[config.mk]
export PLATFORM = sky130hd
export DESIGN_NAME = scurve_scan_ctrl
export DESIGN_NICKNAME = d
export VERILOG_FILES = /design/src/rtl/scurve_scan_ctrl.sv
export SDC_FILE = /design/constraint.sdc
export NUM_CORES = 1
export LEC_CHECK = 0
export BUFFER_PORTS_ARGS = -buffer_cell sky130_fd_sc_hd__buf_2
export CAP_MARGIN = 0
export CORE_MARGIN = 1
export CORE_UTILIZATION = 40
export CTS_CLUSTER_DIAMETER = 80
export DETAILED_ROUTE_END_ITERATION = 12
export PLACE_DENSITY = 0.58
export SLEW_MARGIN = 20
export SYNTH_ARGS = -nofsm -noshare
export SYNTH_HDL_FRONTEND = slang
export SYNTH_SLANG_ARGS = --single-unit
[constraint.sdc]
create_clock -name Clk -period 4.75 [get_ports Clk]
set_input_delay 0.2375 -clock Clk [delete_from_list [all_inputs] [get_ports Clk]]
set_output_delay 0.2375 -clock Clk [all_outputs]
set_load 0.02 [all_outputs]
[src/rtl/scurve_scan_ctrl.sv]
// S-curve threshold scan sequencer: steps the DAC code, runs acquisition windows per code
// through the slave DAQ and emits one {code, hit count} result word per point.
`timescale 1ns/1ps
module scurve_scan_ctrl #(
    parameter int unsigned DAC_WIDTH   = 10,
    parameter int unsigned COUNT_WIDTH = 16
) (
    input  logic                   Clk,
    input  logic                   reset_n,
    input  logic                   ScanStart,
    input  logic                   ScanStop,
    input  logic [DAC_WIDTH-1:0]   DacStart,
    input  logic [DAC_WIDTH-1:0]   DacEnd,
    input  logic [DAC_WIDTH-1:0]   DacStep,
    input  logic [COUNT_WIDTH-1:0] WindowsPerPoint,
    output logic [DAC_WIDTH-1:0]   DacCode,
    output logic                   ConfigStart,
    input  logic                   ConfigDone,
    output logic                   AcqStart,
    input  logic                   OnceEnd,
    input  logic                   TrigHit,
    output logic [31:0]            ResultData,
    output logic                   ResultValid,
    input  logic                   ResultReady,
    output logic                   ScanBusy,
    output logic                   ScanDone
);
    typedef enum logic [2:0] {
        IDLE, CONFIG, WAIT_CFG, ACQ, WAIT_END, WRITE, NEXT, DONE
    } scanState_t;

    scanState_t               state;
    logic [DAC_WIDTH-1:0]     dacEndQ;
    logic [DAC_WIDTH-1:0]     dacStepQ;
    logic [COUNT_WIDTH-1:0]   winTarget;
    logic [COUNT_WIDTH-1:0]   winCnt;
    logic [COUNT_WIDTH-1:0]   hitCount;
    logic [DAC_WIDTH:0]       stepSum;
    logic [COUNT_WIDTH:0]     winNext;
    logic                     hitEn;

    // Extra bit on the step sum so the last-point test sees codes that would wrap.
    assign stepSum    = {1'b0, DacCode} + {1'b0, dacStepQ};
    assign winNext    = {1'b0, winCnt} + (COUNT_WIDTH + 1)'(1);
    assign hitEn      = TrigHit && ((state == ACQ) || (state == WAIT_END)) && (hitCount != '1);
    assign ResultData = 32'({DacCode, hitCount});

    always_ff @(posedge Clk or negedge reset_n) begin
        if (!reset_n) begin
            state       <= IDLE;
            dacEndQ     <= '0;
            dacStepQ    <= '0;
            winTarget   <= '0;
            winCnt      <= '0;
            hitCount    <= '0;
            DacCode     <= '0;
            ConfigStart <= 1'b0;
            AcqStart    <= 1'b0;
            ResultValid <= 1'b0;
            ScanBusy    <= 1'b0;
            ScanDone    <= 1'b0;
        end else if (ScanStop && (state != IDLE)) begin
            // Abort wins over everything; DacCode keeps its last value.
            state       <= IDLE;
            ConfigStart <= 1'b0;
            AcqStart    <= 1'b0;
            ResultValid <= 1'b0;
            ScanBusy    <= 1'b0;
            ScanDone    <= 1'b0;
        end else begin
            if (hitEn) begin
                hitCount <= hitCount + COUNT_WIDTH'(1);
            end
            case (state)
                IDLE: begin
                    if (ScanStart && !ScanStop) begin
                        DacCode     <= DacStart;
                        dacEndQ     <= DacEnd;
                        dacStepQ    <= (DacStep == '0) ? DAC_WIDTH'(1) : DacStep;
                        winTarget   <= (WindowsPerPoint == '0) ? COUNT_WIDTH'(1) : WindowsPerPoint;
                        ConfigStart <= 1'b1;
                        ScanBusy    <= 1'b1;
                        state       <= CONFIG;
                    end
                end
                CONFIG: begin
                    ConfigStart <= 1'b0;
                    state       <= WAIT_CFG;
                end
                WAIT_CFG: begin
                    if (ConfigDone) begin
                        hitCount <= '0;
                        winCnt   <= '0;
                        AcqStart <= 1'b1;
                        state    <= ACQ;
                    end
                end
                ACQ: begin
                    AcqStart <= 1'b0;
                    state    <= WAIT_END;
                end
                WAIT_END: begin
                    if (OnceEnd) begin
                        winCnt <= winNext[COUNT_WIDTH-1:0];
                        if (winNext >= {1'b0, winTarget}) begin
                            ResultValid <= 1'b1;
                            state       <= WRITE;
                        end else begin
                            AcqStart <= 1'b1;
                            state    <= ACQ;
                        end
                    end
                end
                WRITE: begin
                    if (ResultReady) begin
                        ResultValid <= 1'b0;
                        state       <= NEXT;
                    end
                end
                NEXT: begin
                    if ((DacCode >= dacEndQ) || (stepSum > {1'b0, dacEndQ})) begin
                        ScanDone <= 1'b1;
                        state    <= DONE;
                    end else begin
                        DacCode     <= stepSum[DAC_WIDTH-1:0];
                        ConfigStart <= 1'b1;
                        state       <= CONFIG;
                    end
                end
                DONE: begin
                    ScanDone <= 1'b0;
                    ScanBusy <= 1'b0;
                    state    <= IDLE;
                end
                default: begin
                    ScanBusy <= 1'b0;
                    state    <= IDLE;
                end
            endcase
        end
    end
endmodule
== Word level (Yosys, flattened, before mapping) ==
Cells that the tools add are included.
Storage, ports and cells
  bits in registers: 86
  latch bits: 0
  bits in writable memories: 0
  ROM bits: 0
  input port bits: 54
  logic and storage cells: 104
  memories: 0
Operators by class
  add/subtract/negate cells: 3
  $mul: 0
  div/mod/pow operators: 0
  $lt $le $gt $ge: 3
  equality and inequality tests: 20
  shifts and indexed selects: 0
  mux-type cells: 38
  bitwise operators: 1
  reduce and logical (&&, ||, !) cells: 27
Operator list (count)
  16-bit two-way mux: 6
  16-bit case mux with 2 select lines: 1
  10-bit two-way mux: 3
  3-bit case mux with 8 select lines: 1
  3-bit two-way mux: 7
  10-bit case mux with 2 select lines: 1
  4-bit AND reduction: 5
  3-bit inequality test, second input constant: 6
  16-bit by 1-bit adder with 17-bit output, second input constant: 1
  17-bit by 16-bit greater-or-equal comparator with 1-bit output: 1
  16-bit by 1-bit adder with 16-bit output, second input constant: 1
  16-bit logical NOT: 1
  16-bit inequality test, second input constant: 1
  1-bit two-way mux: 14
  3-bit equality test, second input constant: 4
  3-bit nonzero test: 4
  10-bit by 10-bit adder with 11-bit output: 1
  11-bit by 10-bit > comparator with 1-bit output: 1
  10-bit greater-or-equal comparator: 1
  10-bit logical NOT: 1
  2-bit inequality test, second input constant: 4
  4-bit nonzero test: 2
  3-bit by 2-bit equality test with 1-bit output, second input constant: 2
  1-bit case mux with 2 select lines: 3
  12 further kinds: 20

== Depth between registers and ports, before layout ==
  depth after elaboration: 7
  gate-level depth with buffers: 15

== Least setup slack after synthesis ==
OpenSTA, ideal clock, no wires.
  kind: register to register
  start: register DacCode[0]
  end: register DacCode[5]
  setup time: 0.126 ns
  arrival: 3.442 ns
  path slack: 1.182 ns
  cell stages (with the launch flop): 16
  cell sequence: dfrtp_1 -> ha_1 -> fa_1 -> a21o_1 -> nand4_1 -> nand2_1 -> or4_1 -> nand3_1 -> ha_1 -> o21ai_0 -> nor2_1 -> o32ai_1 -> o2bb2ai_2 -> o31a_1 -> buf_6 -> a221o_1
Between the ends
  word-level cells in the longest chain between the ends: 5
Ends and longest elaborated chain
  start, declared: line 16  | output logic [DAC_WIDTH-1:0] DacCode,
  start signal, assigned: line 77  | DacCode <= DacStart;
  start signal, assigned: line 125  | DacCode <= stepSum[DAC_WIDTH-1:0];
  10-bit by 10-bit adder with 11-bit output: line 43  | assign stepSum = {1'b0, DacCode} + {1'b0, dacStepQ};
  11-bit by 10-bit > comparator with 1-bit output: line 121  | if ((DacCode >= dacEndQ) || (stepSum > {1'b0, dacEndQ})) begin
  1-bit logical OR: line 121
  2-bit inequality test (no line)
  4-bit AND reduction (no line)
Several ways; a longest one is shown, not always the timed one. The select of a mux whose other input is x is not followed.
A chain may end at the register's enable or synchronous reset.

== Final worst setup path ==
  start: register DacCode[0]
  end: register DacCode[9]
The elaborated chain is that of the path after synthesis.

==> impl_metrics.toml <==
[sta]
min_period_ns = 3.837
finClkSkew_ns = 0.009082
finalSetupViolCount = 0
slew_violations = 0
max_freq_mhz = 260.7
worst_slack_ns = 0.9135
final_hold_viol_count = 0
slew_headroom = 0.5507
rsz0062_at_grt = "no"
fin_crit_sh = 0.8077
fin_tns_setup_ns = 0
worstMarginPinSlew_ns = 0.6715

[final_layout]
final_cells = 893
antenna_cells = 0
areaGrowthSynthToFinish_pct = 14.27
layout.nets = 811
final_layout_size_suffix_gt1_frac = 0.1907
finalInstanceArea_sq_mm = 0.006474

[die]
boundaryPins = 101
fp.coreArea_sq_mm = 0.01383
rows = 43
chipHeight_microns = 121.0
die-width_microns = 121.0
initial_core_util = 0.4097
die_area_sq_mm = 0.01464

[critical_path]
start_kind = "flip-flop"
ff2ff_path_depth = 14
crit_path_cell_trace = "ha_1 > fa_1 > a21o_1 > nand4_1 > nand2_1 > or4_1 > nand3_1 > ha_1 > o21ai_0 > nor2_1 > o32ai_1 > o2bb2ai_2 > o31a_1 > a221o_1"
crit_family = "compound AO/OA/AOI/OAI gates"
crit_required_ns = 4.98
cpMostUsedCell = "ha_1"
crit_buf_inv = 0
crit_slowest_cell = "o31a_1"
critical_path_class = "reg -> reg"
cpPeakStageDelay_ns = 0.46
endpoint_kind = "flip-flop"
worstSetupPathDepth = 14
worst-path-max-fanout = 10
critPathArrivalTime_ns = 4.06

[yosys]
ys_warn_count = 0
synth-seq-cells = 86
synth_ff_type = "dfrtp_1"
synthTopCellsByArea = "dfrtp_1, ha_1, nand2_1, o21ai_0, xor2_1"
synth_area_sq_mm = 0.005665
avgSynthCellArea_sq_um = 8.908
synth_edf_count = 0
yosys.area.top_type = "dfrtp_1"
synth.distinct_cells = 67
async_flop_share = 1.000
synthCells = 636
synth_top_area_frac = 0.3799
yosysSeqAreaShare = 0.3799

[global_route]
grt.total_usage = 0.1997
grt_pass1_wl_microns = 22940
antenna_found_initial = 0
grt_pass1_vias = 4632
grt_start_max_net_pins = 67
grt-ovfl-total = 0

[clock_network]
insertion_delay_ns = 0.35
ctsLongestPathBuffers = 2
htree_levels = 3
cts.reportedPaths.clkPinSlew_ns = 0.06
cts_tree = "built"
cts.repair.resized = 0
cts_root_buf = "clkbuf_16"
numCtsBuffers = 9
clock_sinks = 86

[drt]
drc = 0
firstDrtPassIters = 4
wl_microns = 13700
avgRoutedWirePerCell_microns = 15.34
num_vias = 4806
antenna_left = 0
drtIter0Drc = 191
vias_per_cell = 5.382

[placement]
placed_area_sq_mm = 0.006155
portBuffers = 94
place_inst = 876
dp_slack_ns = 0.9337
routabilityCongestion = 0.9097
post-dp-hpwl_microns = 10310

[power]
intPower_mw = 1.939
power.density_mw_per_mm2 = 516.3
pwr-share-clk = 0.218
p_leak_nw = 3.156
power_mw = 3.342
vdd_ir_drop_max_uv = 295.7
swShare = 0.4198
power.share.sequential = 0.299
switchingPower_mw = 1.403
p_comb_frac = 0.482

[worst_hold_path]
hold_class = "in -> reg"
hold_depth = 3

[run_status]
status = "finished, final reports clean"

[flow_run]
maxCapViolations = 0
-- stage by stage --
step                utilization  hold slack (ns)
CTS                      0.4682          0.08926
global route             0.4682           0.1025
detailed placement       0.4451           0.2351
finish                   0.4682          0.09591
global placement         0.4451           0.2399
floorplan                     -         -0.05809
-- area by class of cell --
type	count	area (sq um)
fill	1364	7353
multi-input combinational	475	3143
sequential	86	2152
timing repair buffer	97	498.0
clock buffer	10	239.0
tap	180	225.2
inverter	39	146.4
clock inverter	6	70.07
-- tightest hold or removal path: cells and delay by family --
family	cells	cell delay (ns)
buffers and inverters	1	0.08
AND/OR/NAND/NOR	2	0.09
-- layer usage --
metal / track usage / part of all wire / up-vias
li1: - / - / 2396
met1: 0.2841 / 0.50 / 2283
met2: 0.3068 / 0.43 / 111
met3: 0.03008 / 0.045 / 16
met4: 0.07176 / 0.018 / 0
met5: 0 / 0 / -
-- cell families (layout without fill, tap and decap cells) --
kind of cell,count (synthesis),count (layout),synth area share
XOR/XNOR,36,36,0.05565
multiplexers,2,2,0.003754
flip-flops,86,86,0.3799
AO/OA/AOI/OAI,151,151,0.1813
AND/OR/NAND/NOR,231,231,0.1996
buffers and inverters,80,152,0.06957
adder cells (fa/ha/maj),49,49,0.1095
other,1,6,0.0006619
-- path summary, 6_finish.rpt --
path                                               from                        end  slack, ns
worst max-delay path             DacCode[0]$_DFFE_PN0P_     DacCode[9]$_DFFE_PN0P_       0.91
worst min-delay path                         DacStep[3]    dacStepQ[3]$_DFFE_PN0P_        0.1
worst max register to register   DacCode[0]$_DFFE_PN0P_     DacCode[9]$_DFFE_PN0P_       0.91
worst min register to register  dacStepQ[5]$_DFFE_PN0P_    dacStepQ[5]$_DFFE_PN0P_       0.49
max in group asynchronous                       reset_n  winTarget[14]$_DFFE_PN0P_       3.28
min in group asynchronous                       reset_n    dacStepQ[6]$_DFFE_PN0P_       0.40
-- synth_stat cells (5+ instances only) --
cell	count
a211oi_1	8
a21oi_1	26
a221o_1	6
a221oi_1	5
a22o_1	10
a31oi_1	5
and3_1	8
buf_2	6
buf_4	17
clkbuf_1	12
dfrtp_1	86
ha_1	48
inv_1	39
nand2_1	85
nand3_1	21
nand4_1	17
nor2_1	45
nor3_1	12
nor4_1	7
o21ai_0	55
o31ai_1	5
xnor2_1	16
xor2_1	20
-- cell usage in the layout, fill, tap and decap left out, types with 6 or more instances in the layout --
| master | instances |
|---|---|
| nor4_1 | 7 |
| dfrtp_1 | 86 |
| nand4_1 | 17 |
| conb_1 | 6 |
| xor2_1 | 20 |
| buf_2 | 93 |
| and3_1 | 8 |
| a22o_1 | 10 |
| nand2_1 | 85 |
| o21ai_0 | 55 |
| a211oi_1 | 8 |
| a221o_1 | 6 |
| inv_1 | 39 |
| nor2_1 | 45 |
| nor3_1 | 11 |
| a21oi_1 | 26 |
| xnor2_1 | 16 |
| nand3_1 | 21 |
| ha_1 | 48 |
| clkbuf_16 | 9 |
-- power by group through the flow --
stage | Clock [mW] | Combinational (mW) | Sequential [mW]
after floorplan | 0 | 1.21 | 1.05
after CTS | 0.746 | 1.62 | 1.00
after global routing | 0.772 | 1.82 | 1.03
after global placement | 0 | 1.58 | 1.01
final | 0.729 | 1.61 | 1.00
after detailed placement | 0 | 1.61 | 1.02
-- state kept, by name, indices dropped and copies added (netlist names), 3 cells and up --
register,count
hitCount,16
DacCode,10
winCnt,16
winTarget,16
dacEndQ,10
dacStepQ,10
state,3
-- repair_timing --
action / in CTS / in global routing
hold buffers: 1 / 0
buffers inserted: 0 / 0
hold endpoints to repair: 37 / 0
Power figures use the tool's default switching activity.
